$ cat src/rtl/instr_encode_loader_if.sv
// Field-bundle / imem-write bus for instr_encode_loader.
// master = host/debug field source and imem sink, slave = the loader.
interface instr_encode_loader_if #(
    parameter int unsigned ADDR_W = 10
);
    logic              start;
    logic              in_valid;
    logic              in_ready;
    logic              in_last;
    logic [6:0]        in_op;
    logic [4:0]        in_rd;
    logic [4:0]        in_rs1;
    logic [4:0]        in_rs2;
    logic [2:0]        in_func;
    logic [6:0]        in_op_2;
    logic [31:0]       in_imm;
    logic              imem_we;
    logic [ADDR_W-1:0] imem_addr;
    logic [31:0]       imem_wdata;
    logic              busy;
    logic              done;
    logic              err_op;
    logic              err_imm;
    logic              err_ovf;

    modport master (
        output start, in_valid, in_last, in_op, in_rd, in_rs1, in_rs2,
               in_func, in_op_2, in_imm,
        input  in_ready, imem_we, imem_addr, imem_wdata, busy, done,
               err_op, err_imm, err_ovf
    );

    modport slave (
        input  start, in_valid, in_last, in_op, in_rd, in_rs1, in_rs2,
               in_func, in_op_2, in_imm,
        output in_ready, imem_we, imem_addr, imem_wdata, busy, done,
               err_op, err_imm, err_ovf
    );
endinterface

$ cat src/rtl/instr_encode_loader.sv
// Re-encodes decoded RV32I fields into instruction words and streams them into imem.
// Define ENCODE_CHECK_EN for immediate range/alignment checking with NOP substitution.
module instr_encode_loader #(
    parameter int unsigned ADDR_W    = 10,
    parameter int unsigned BASE_ADDR = 0
) (
    input logic                  clk,
    input logic                  rst_n,
    instr_encode_loader_if.slave bus
);
    typedef enum logic [1:0] {IDLE, LOAD, DONE} state_t;

    localparam logic [31:0]       NOP       = 32'h0000_0013;
    localparam logic [ADDR_W-1:0] BASE      = ADDR_W'(BASE_ADDR);
    localparam logic [ADDR_W-1:0] LAST_ADDR = '1;

    state_t            state_q, state_d;
    logic [ADDR_W-1:0] addr_q;
    logic              full_q;
    logic              hs, at_end, is_shift, op_bad, imm_bad;
    logic [31:0]       enc_word, word;

    assign hs       = bus.in_valid && bus.in_ready;
    assign at_end   = (addr_q == LAST_ADDR);
    assign is_shift = (bus.in_op == 7'h13) && ((bus.in_func == 3'd1) || (bus.in_func == 3'd5));

    always_ff @(posedge clk) begin
        if (!rst_n) state_q <= IDLE;
        else        state_q <= state_d;
    end

    always_comb begin
        state_d = state_q;
        case (state_q)
            IDLE:    if (bus.start) state_d = LOAD;
            LOAD:    if (hs && (bus.in_last || at_end)) state_d = DONE;
            DONE:    state_d = IDLE;
            default: state_d = IDLE;
        endcase
    end

    always_comb begin
        bus.in_ready = (state_q == LOAD) && !full_q;
        bus.busy     = (state_q == LOAD);
        bus.done     = (state_q == DONE);
    end

    always_comb begin
        enc_word = NOP;
        op_bad   = 1'b0;
        case (bus.in_op)
            7'h33: enc_word = {bus.in_op_2, bus.in_rs2, bus.in_rs1, bus.in_func, bus.in_rd, bus.in_op};
            7'h03, 7'h67, 7'h13:
                if (is_shift)
                    enc_word = {bus.in_op_2, bus.in_imm[4:0], bus.in_rs1, bus.in_func, bus.in_rd, bus.in_op};
                else
                    enc_word = {bus.in_imm[11:0], bus.in_rs1, bus.in_func, bus.in_rd, bus.in_op};
            7'h23: enc_word = {bus.in_imm[11:5], bus.in_rs2, bus.in_rs1, bus.in_func,
                               bus.in_imm[4:0], bus.in_op};
            7'h63: enc_word = {bus.in_imm[12], bus.in_imm[10:5], bus.in_rs2, bus.in_rs1, bus.in_func,
                               bus.in_imm[4:1], bus.in_imm[11], bus.in_op};
            7'h6F: enc_word = {bus.in_imm[20], bus.in_imm[10:1], bus.in_imm[11], bus.in_imm[19:12],
                               bus.in_rd, bus.in_op};
            7'h37, 7'h17: enc_word = {bus.in_imm[31:12], bus.in_rd, bus.in_op};
            default: op_bad = 1'b1;
        endcase
    end

`ifdef ENCODE_CHECK_EN
    function automatic logic in_range(input logic signed [31:0] v, input int lo, input int hi);
        return (v >= lo) && (v <= hi);
    endfunction

    always_comb begin
        imm_bad = 1'b0;
        case (bus.in_op)
            7'h03, 7'h67, 7'h13:
                imm_bad = is_shift ? (bus.in_imm[31:5] != '0)
                                   : !in_range(bus.in_imm, -2048, 2047);
            7'h23:        imm_bad = !in_range(bus.in_imm, -2048, 2047);
            7'h63:        imm_bad = !in_range(bus.in_imm, -4096, 4094) || bus.in_imm[0];
            7'h6F:        imm_bad = !in_range(bus.in_imm, -1048576, 1048574) || bus.in_imm[0];
            7'h37, 7'h17: imm_bad = (bus.in_imm[11:0] != '0);
            default:      imm_bad = 1'b0;
        endcase
    end
`else
    assign imm_bad = 1'b0;
`endif

    assign word = (op_bad || imm_bad) ? NOP : enc_word;

    // Write stage: every handshake yields exactly one registered write; the counter saturates at the top.
    always_ff @(posedge clk) begin
        if (!rst_n) begin
            bus.imem_we    <= 1'b0;
            bus.imem_addr  <= '0;
            bus.imem_wdata <= '0;
            bus.err_op     <= 1'b0;
            bus.err_imm    <= 1'b0;
            bus.err_ovf    <= 1'b0;
            addr_q         <= '0;
            full_q         <= 1'b0;
        end else begin
            bus.imem_we <= 1'b0;
            case (state_q)
                IDLE: if (bus.start) begin
                    addr_q      <= BASE;
                    full_q      <= 1'b0;
                    bus.err_op  <= 1'b0;
                    bus.err_imm <= 1'b0;
                    bus.err_ovf <= 1'b0;
                end
                LOAD: if (hs) begin
                    bus.imem_we    <= 1'b1;
                    bus.imem_addr  <= addr_q;
                    bus.imem_wdata <= word;
                    if (op_bad)  bus.err_op  <= 1'b1;
                    if (imm_bad) bus.err_imm <= 1'b1;
                    if (!at_end) begin
                        addr_q <= addr_q + 1'b1;
                    end else if (!bus.in_last) begin
                        full_q      <= 1'b1;
                        bus.err_ovf <= 1'b1;
                    end
                end
                default: ;
            endcase
        end
    end
endmodule

$ cat src/flat_wrapper.sv
// flat-port wrapper written by rule: the top's interface ports become plain ports
module instr_encode_loader_flat 
#(
    parameter int unsigned ADDR_W    = 10,
    parameter int unsigned BASE_ADDR = 0
)
  (clk, rst_n, bus_start, bus_in_valid, bus_in_last, bus_in_op, bus_in_rd, bus_in_rs1, bus_in_rs2, bus_in_func, bus_in_op_2, bus_in_imm, bus_in_ready, bus_imem_we, bus_imem_addr, bus_imem_wdata, bus_busy, bus_done, bus_err_op, bus_err_imm, bus_err_ovf);
  instr_encode_loader_if #(.ADDR_W(ADDR_W)) bus_i ();
  input logic clk;
  input logic rst_n;
  input wire logic [$bits(bus_i.start)-1:0] bus_start;
  input wire logic [$bits(bus_i.in_valid)-1:0] bus_in_valid;
  input wire logic [$bits(bus_i.in_last)-1:0] bus_in_last;
  input wire logic [$bits(bus_i.in_op)-1:0] bus_in_op;
  input wire logic [$bits(bus_i.in_rd)-1:0] bus_in_rd;
  input wire logic [$bits(bus_i.in_rs1)-1:0] bus_in_rs1;
  input wire logic [$bits(bus_i.in_rs2)-1:0] bus_in_rs2;
  input wire logic [$bits(bus_i.in_func)-1:0] bus_in_func;
  input wire logic [$bits(bus_i.in_op_2)-1:0] bus_in_op_2;
  input wire logic [$bits(bus_i.in_imm)-1:0] bus_in_imm;
  output wire logic [$bits(bus_i.in_ready)-1:0] bus_in_ready;
  output wire logic [$bits(bus_i.imem_we)-1:0] bus_imem_we;
  output wire logic [$bits(bus_i.imem_addr)-1:0] bus_imem_addr;
  output wire logic [$bits(bus_i.imem_wdata)-1:0] bus_imem_wdata;
  output wire logic [$bits(bus_i.busy)-1:0] bus_busy;
  output wire logic [$bits(bus_i.done)-1:0] bus_done;
  output wire logic [$bits(bus_i.err_op)-1:0] bus_err_op;
  output wire logic [$bits(bus_i.err_imm)-1:0] bus_err_imm;
  output wire logic [$bits(bus_i.err_ovf)-1:0] bus_err_ovf;
  assign bus_i.start = bus_start;
  assign bus_i.in_valid = bus_in_valid;
  assign bus_i.in_last = bus_in_last;
  assign bus_i.in_op = bus_in_op;
  assign bus_i.in_rd = bus_in_rd;
  assign bus_i.in_rs1 = bus_in_rs1;
  assign bus_i.in_rs2 = bus_in_rs2;
  assign bus_i.in_func = bus_in_func;
  assign bus_i.in_op_2 = bus_in_op_2;
  assign bus_i.in_imm = bus_in_imm;
  assign bus_in_ready = bus_i.in_ready;
  assign bus_imem_we = bus_i.imem_we;
  assign bus_imem_addr = bus_i.imem_addr;
  assign bus_imem_wdata = bus_i.imem_wdata;
  assign bus_busy = bus_i.busy;
  assign bus_done = bus_i.done;
  assign bus_err_op = bus_i.err_op;
  assign bus_err_imm = bus_i.err_imm;
  assign bus_err_ovf = bus_i.err_ovf;
  instr_encode_loader #(.ADDR_W(ADDR_W), .BASE_ADDR(BASE_ADDR)) u_core (.clk(clk), .rst_n(rst_n), .bus(bus_i));
endmodule
$ cat config.mk
export PLATFORM = sky130hd
export DESIGN_NAME = instr_encode_loader_flat
export DESIGN_NICKNAME = d
export VERILOG_FILES = /design/src/rtl/instr_encode_loader_if.sv /design/src/rtl/instr_encode_loader.sv /design/src/flat_wrapper.sv
export SDC_FILE = /design/constraint.sdc
export NUM_CORES = 1
export LEC_CHECK = 0
export CAP_MARGIN = 0
export CORE_UTILIZATION = 50
export DETAILED_ROUTE_END_ITERATION = 10
export DONT_BUFFER_PORTS = 1
export GPL_ROUTABILITY_DRIVEN = 0
export SKIP_CTS_REPAIR_TIMING = 1
export SLEW_MARGIN = 20
export SYNTH_ARGS = -nofsm -noshare
export SYNTH_HDL_FRONTEND = slang
export SYNTH_SLANG_ARGS = --single-unit
$ cat constraint.sdc
create_clock -name clk -period 2.6 [get_ports clk]
set_clock_uncertainty 0.1 [all_clocks]
set_input_delay 0.52 -clock clk [delete_from_list [all_inputs] [get_ports clk]]
set_output_delay 0.52 -clock clk [all_outputs]
set_load 0.01 [all_outputs]
* After elaboration in Yosys (flattened, before gate mapping) *
Index checks and enable logic that the tools add are counted.

storage, ports and cells
  input port bits = 69
  register bits = 57
  output and inout port bits = 49
  logic and storage cells = 66

cells by class
  reduce and logical (&&, ||, !) cells = 18
  $add $sub $neg = 1
  muxes and demuxes = 19
  equality and inequality tests = 21

operator list
  operator                                       number
  case mux 32 bit (6 select lines)               1
  2-to-1 mux 32 bit                              2
  2-to-1 mux 10 bit                              3
  == test 7 x 6 -> 1 bit, second input constant  3
  == test 7 bit, second input constant           3
  case mux 10 bit (2 select lines)               1
  == test 7 x 5 -> 1 bit, second input constant  2
  adder 10 x 1 -> 10 bit, second input constant  1
  == test 10 bit, second input constant          1
  OR reduction 9 bit                             1
  != test 2 bit, second input constant           4
  AND reduction 4 bit                            2
  == test 7 x 2 -> 1 bit, second input constant  1
  2-to-1 mux 1 bit                               7
  != test 2 x 1 -> 1 bit, second input constant  3
  AND reduction 2 bit                            3
  AND reduction 5 bit                            1
  logical AND 1 bit                              4
  2-to-1 mux 2 bit                               2
  case mux 1 bit (2 select lines)                2
  case mux 2 bit (2 select lines)                1
  == test 3 x 1 -> 1 bit, second input constant  1
  == test 3 bit, second input constant           1
  OR reduction 3 bit                             1
  7 further kinds                                8

* Depth between registers and ports, before layout *
  depth after elaboration = 6
  mapped depth = 8
  gate-level depth less buffers = 5

* Least setup slack after synthesis *
No wires, ideal clock.

  kind = input to register
  start = in bus_in_op[3]
  end = reg u_core.bus.imem_wdata[10]
  data required time = 2,378 ps
  path buffers = 1
  path slack = 515 ps
  stages = 6
  library setup time = 122 ps
  arrival = 1,864 ps
  cells stage by stage = clkbuf_1 > nor3b_1 > or2_1 > o211ai_4 > nor2b_2 > a221o_1

between the ends
  longest elaborated chain between the ends = 4
  elaborated cells on any way between the ends = 14
  classes of those cells = eq/ne (9); mux (2); reduce/logical (3)

ends and longest elaborated chain
  item                                                      line                          source
  start: declaration                                        flat_wrapper.sv:14            input wire logic [$bits(bus_i.in_op)-1:0] bus_in_op;
  == test 7 x 2 -> 1 bit (tied with other cells)            instr_encode_loader.sv:51     case (bus.in_op)
  OR reduction 3 bit or OR reduction 2 bit (tied branches)  -
  case mux 32 bit (6 select lines)                          instr_encode_loader.sv:51
  2-to-1 mux 32 bit (*)                                     instr_encode_loader.sv:91     assign word = (op_bad || imm_bad) ? NOP : enc_word;
  end signal: assignment                                    instr_encode_loader.sv:117    bus.imem_wdata <= word;
  end: declaration                                          instr_encode_loader_if.sv:36  output in_ready, imem_we, imem_addr, imem_wdata, busy, done,

Every way passes the cells marked *; elsewhere a longest branch is shown, timed or not.
A chain may end at the register's enable or synchronous reset.

* Final worst setup path *
  start = reg u_core.state_q[1]
  end = reg u_core.bus.imem_wdata[25]

between the ends
  longest elaborated chain between the ends = 4

ends and longest elaborated chain
  item                               line                                                   source
  start: declaration                 instr_encode_loader.sv:17                              state_t state_q, state_d;
  start signal: assignment           instr_encode_loader.sv:29                              else state_q <= state_d;
  == test 2 x 1 -> 1 bit (*)         instr_encode_loader.sv:43, instr_encode_loader.sv:106
  logical AND 1 bit                  instr_encode_loader.sv:43                              bus.in_ready = (state_q == LOAD) && !full_q;
  logical AND 1 bit                  instr_encode_loader.sv:23                              assign hs = bus.in_valid && bus.in_ready;
  AND reduction 2 bit (no line) (*)  -

Marked as above.

==> impl_metrics.yaml <==
floorplanning:
  start_util_pct: 52.9
  die_h_um: 76.5
  die_w_um: 76.5
  ios: 118
  rows: 26
  core_um2: 5240
  die_area_um2: 5840
pwr:
  leakage_nw: 1.05
  power.switching_w: 0.000444
  power_density_nw_per_um2: 640
  power_frac_seq_pct: 45.7
  swShare_pct: 22.7
  p_comb_share_pct: 6.2
  ir_drop_uv: 396
  clockPowerShare_pct: 48.1
  p_int_w: 0.00152
drt:
  route.vias.total: 2401
  antenna_left: 0
  route.detailed.drc: 0
  first_pass_iters: 4
  detail_route.wl_per_cell_um: 17.1
  drtIter0Drc: 145
  wirelength_um: 6820
  viasPerCell: 6.03
sta:
  setup_viol: 0
  slew_headroom_pct: 58.0
  hold_ws_ns: 0.222
  finalCriticalPeriod_ns: 1.94
  worst_pin_slew_ns: 0.614
  setup_tns_ns: 0
  hold_viol: 0
  drv_slew: 0
  fin_crit_sh_pct: 74.6
  fmax_mhz: 515
  grt_setup_unrepaired: "false"
synthesis:
  yosys-top-cells-area: "dfxtp_1, nand2_1, a22oi_1, nor2_1, a21oi_1"
  yosys.area.top_type: "dfxtp_1"
  synth-async-reset-ratio_pct: 0
  synth_area_um2: 2770
  postSynthCellCount: 324
  synth_edf_count: 0
  ys.flop_type: "dfxtp_1"
  ys_ff_latch: 57
  ys_types: 58
  ys_seq_area_share_pct: 41.2
  avgSynthCellArea_um2: 8.55
  yosysTopAreaCellShare_pct: 41.2
  synth_nets: 394
  yosysWarnings: 0
worst_setup_path:
  endpoint_kind: "register"
  critPathLaunchType: "register"
  cp_max_fo: 24
  worst-setup-path-type: "register to register"
  worstPathArrival_ns: 2.04
  critPathRequiredTime_ns: 2.70
global_routing:
  track_usage_pct: 24.7
  grt_pass1_vias: 2394
  grt-ovfl-total: 0
  grt_pass1_wl_um: 11300
  antenna_found_initial: 0
  grt_max_degree: 25
cells_and_area:
  antenna_cells: 0
  fin_nets: 393
  syn_to_final_growth_pct: 10.5
  final_cell_mix: "nand2_1, dfxtp_1, nor2_1"
  final_common_cell: "nand2_1"
  drive_gt1_share_pct: 10.7
cts:
  cts.htree.levels: 3
  cts-buffers-inserted: 9
  path_clk_slew_ns: 0.07
  cts_tree: "built"
  cts_num_sinks: 57
  cts_root_buffer: "clkbuf_8"
  worstSkewPairLatency_ns: 0.33
  clk_path_buf_depth: 2
placed_design:
  dp_hpwl_um: 4960
  portBuffers: 0
min_path:
  hold_path.class: "input pin to register"
flow_run:
  drv_cap: 0
run_status:
  status: "complete, no violations"
[per-layer routing]
| layer | up-vias | GRT usage (%) | part of all wire (%) |
|---|---|---|---|
| met2 | 91 | 40.5 | 49 |
| met5 | - | 0 | 0 |
| met3 | 13 | 7.43 | 6.6 |
| met4 | 0 | 12.7 | 2.2 |
| met1 | 1109 | 28.9 | 43 |
| li1 | 1188 | - | - |
[logic make-up (layout without fill, tap and decap cells)]
family / after synthesis / after routing / synth area share [%]
flip-flops: 57 / 57 / 41.2
other: 1 / 1 / 0.135
adder cells (fa/ha/maj): 1 / 1 / 0.451
AND/OR/NAND/NOR: 131 / 131 / 23.5
buffers and inverters: 25 / 29 / 3.75
AO/OA/AOI/OAI: 93 / 93 / 25.1
multiplexers: 9 / 9 / 3.75
XOR/XNOR: 7 / 7 / 2.21
[metrics by stage]
step	cell area, um2	util (%)	setup WS (ns)	std cells	total power (W)
after floorplan	2770	-	0.515	324	0.00102
after global placement	2830	54.1	0.558	382	0.00104
after detailed placement	2830	54.1	0.524	382	0.00104
after CTS	3060	58.5	0.656	398	0.00198
after global routing	3060	58.5	0.494	398	0.00204
final	3060	58.5	0.660	398	0.00196
[critical path, stage by stage (launching register included)]
cell      delay [ns]
dfxtp_1         0.35
nand2b_1        0.21
nor3b_2         0.38
nor2_1          0.08
buf_4           0.23
a222oi_1        0.35
a22oi_1         0.11
[synth_stat cells (2+ instances only)]
cell type and count:
nand2_1 58, dfxtp_1 57, nor2_1 25, a21oi_1 17, a22oi_1 16, clkbuf_1 13
o21ai_0 11, and3_1 8, o21ai_1 8, a222oi_1 7, a22o_1 6, mux2_1 6
xor2_1 6, a221o_1 5, buf_2 5, nand3_1 5, nand4_1 5, nor2b_1 5
a221oi_1 4, inv_1 4, nand2b_1 4, a31oi_1 3, and2_1 3, and4_1 3
or2_1 3, a21boi_1 2, nor4_1 2, o211ai_1 2, o22ai_1 2
[sequential cells by signal, summed over array words and instances (netlist names)]
register	flops
u_core.bus.imem_addr	10
u_core.state_q	2
u_core.addr_q	10
u_core.bus.imem_wdata	32
u_core.bus.err_op	1
u_core.bus.imem_we	1
u_core.full_q	1
[path summary, 6_finish.rpt]
kind	startpoint	end	slack, ns	cells past startpoint
setup reg to reg	u_core.state_q[1]$_SDFFE_PN0P_	u_core.bus.imem_wdata[25]$_SDFFE_PN0P_	0.66	6
setup / recovery	u_core.state_q[1]$_SDFFE_PN0P_	u_core.bus.imem_wdata[25]$_SDFFE_PN0P_	0.66	6
hold reg to reg	u_core.addr_q[9]$_SDFFE_PN0P_	u_core.bus.imem_addr[9]$_SDFFE_PN0P_	0.38	2
hold / removal	bus_in_rd[3]	u_core.bus.imem_wdata[10]$_SDFFE_PN0P_	0.22	1
[final cells by class]
type,count,area [um2]
clock buffer,11,151
clock inverter,5,77.6
fill,515,2170
inverter,5,18.8
multi-input combinational,242,1530
sequential,57,1140
tap,70,87.6
timing repair buffer,8,60.1
[power groups by stage]
| stage | combinational, W | sequential (W) | clock [W] |
|---|---|---|---|
| finish | 0.000121 | 0.000895 | 0.000944 |
| global route | 0.000137 | 0.000896 | 0.00101 |
| CTS | 0.000123 | 0.000895 | 0.000965 |
| detailed placement | 0.000122 | 0.000915 | 0 |
| global placement | 0.000122 | 0.000915 | 0 |
| floorplan | 0.000104 | 0.000913 | 0 |
(Power assumes the default switching activity.)
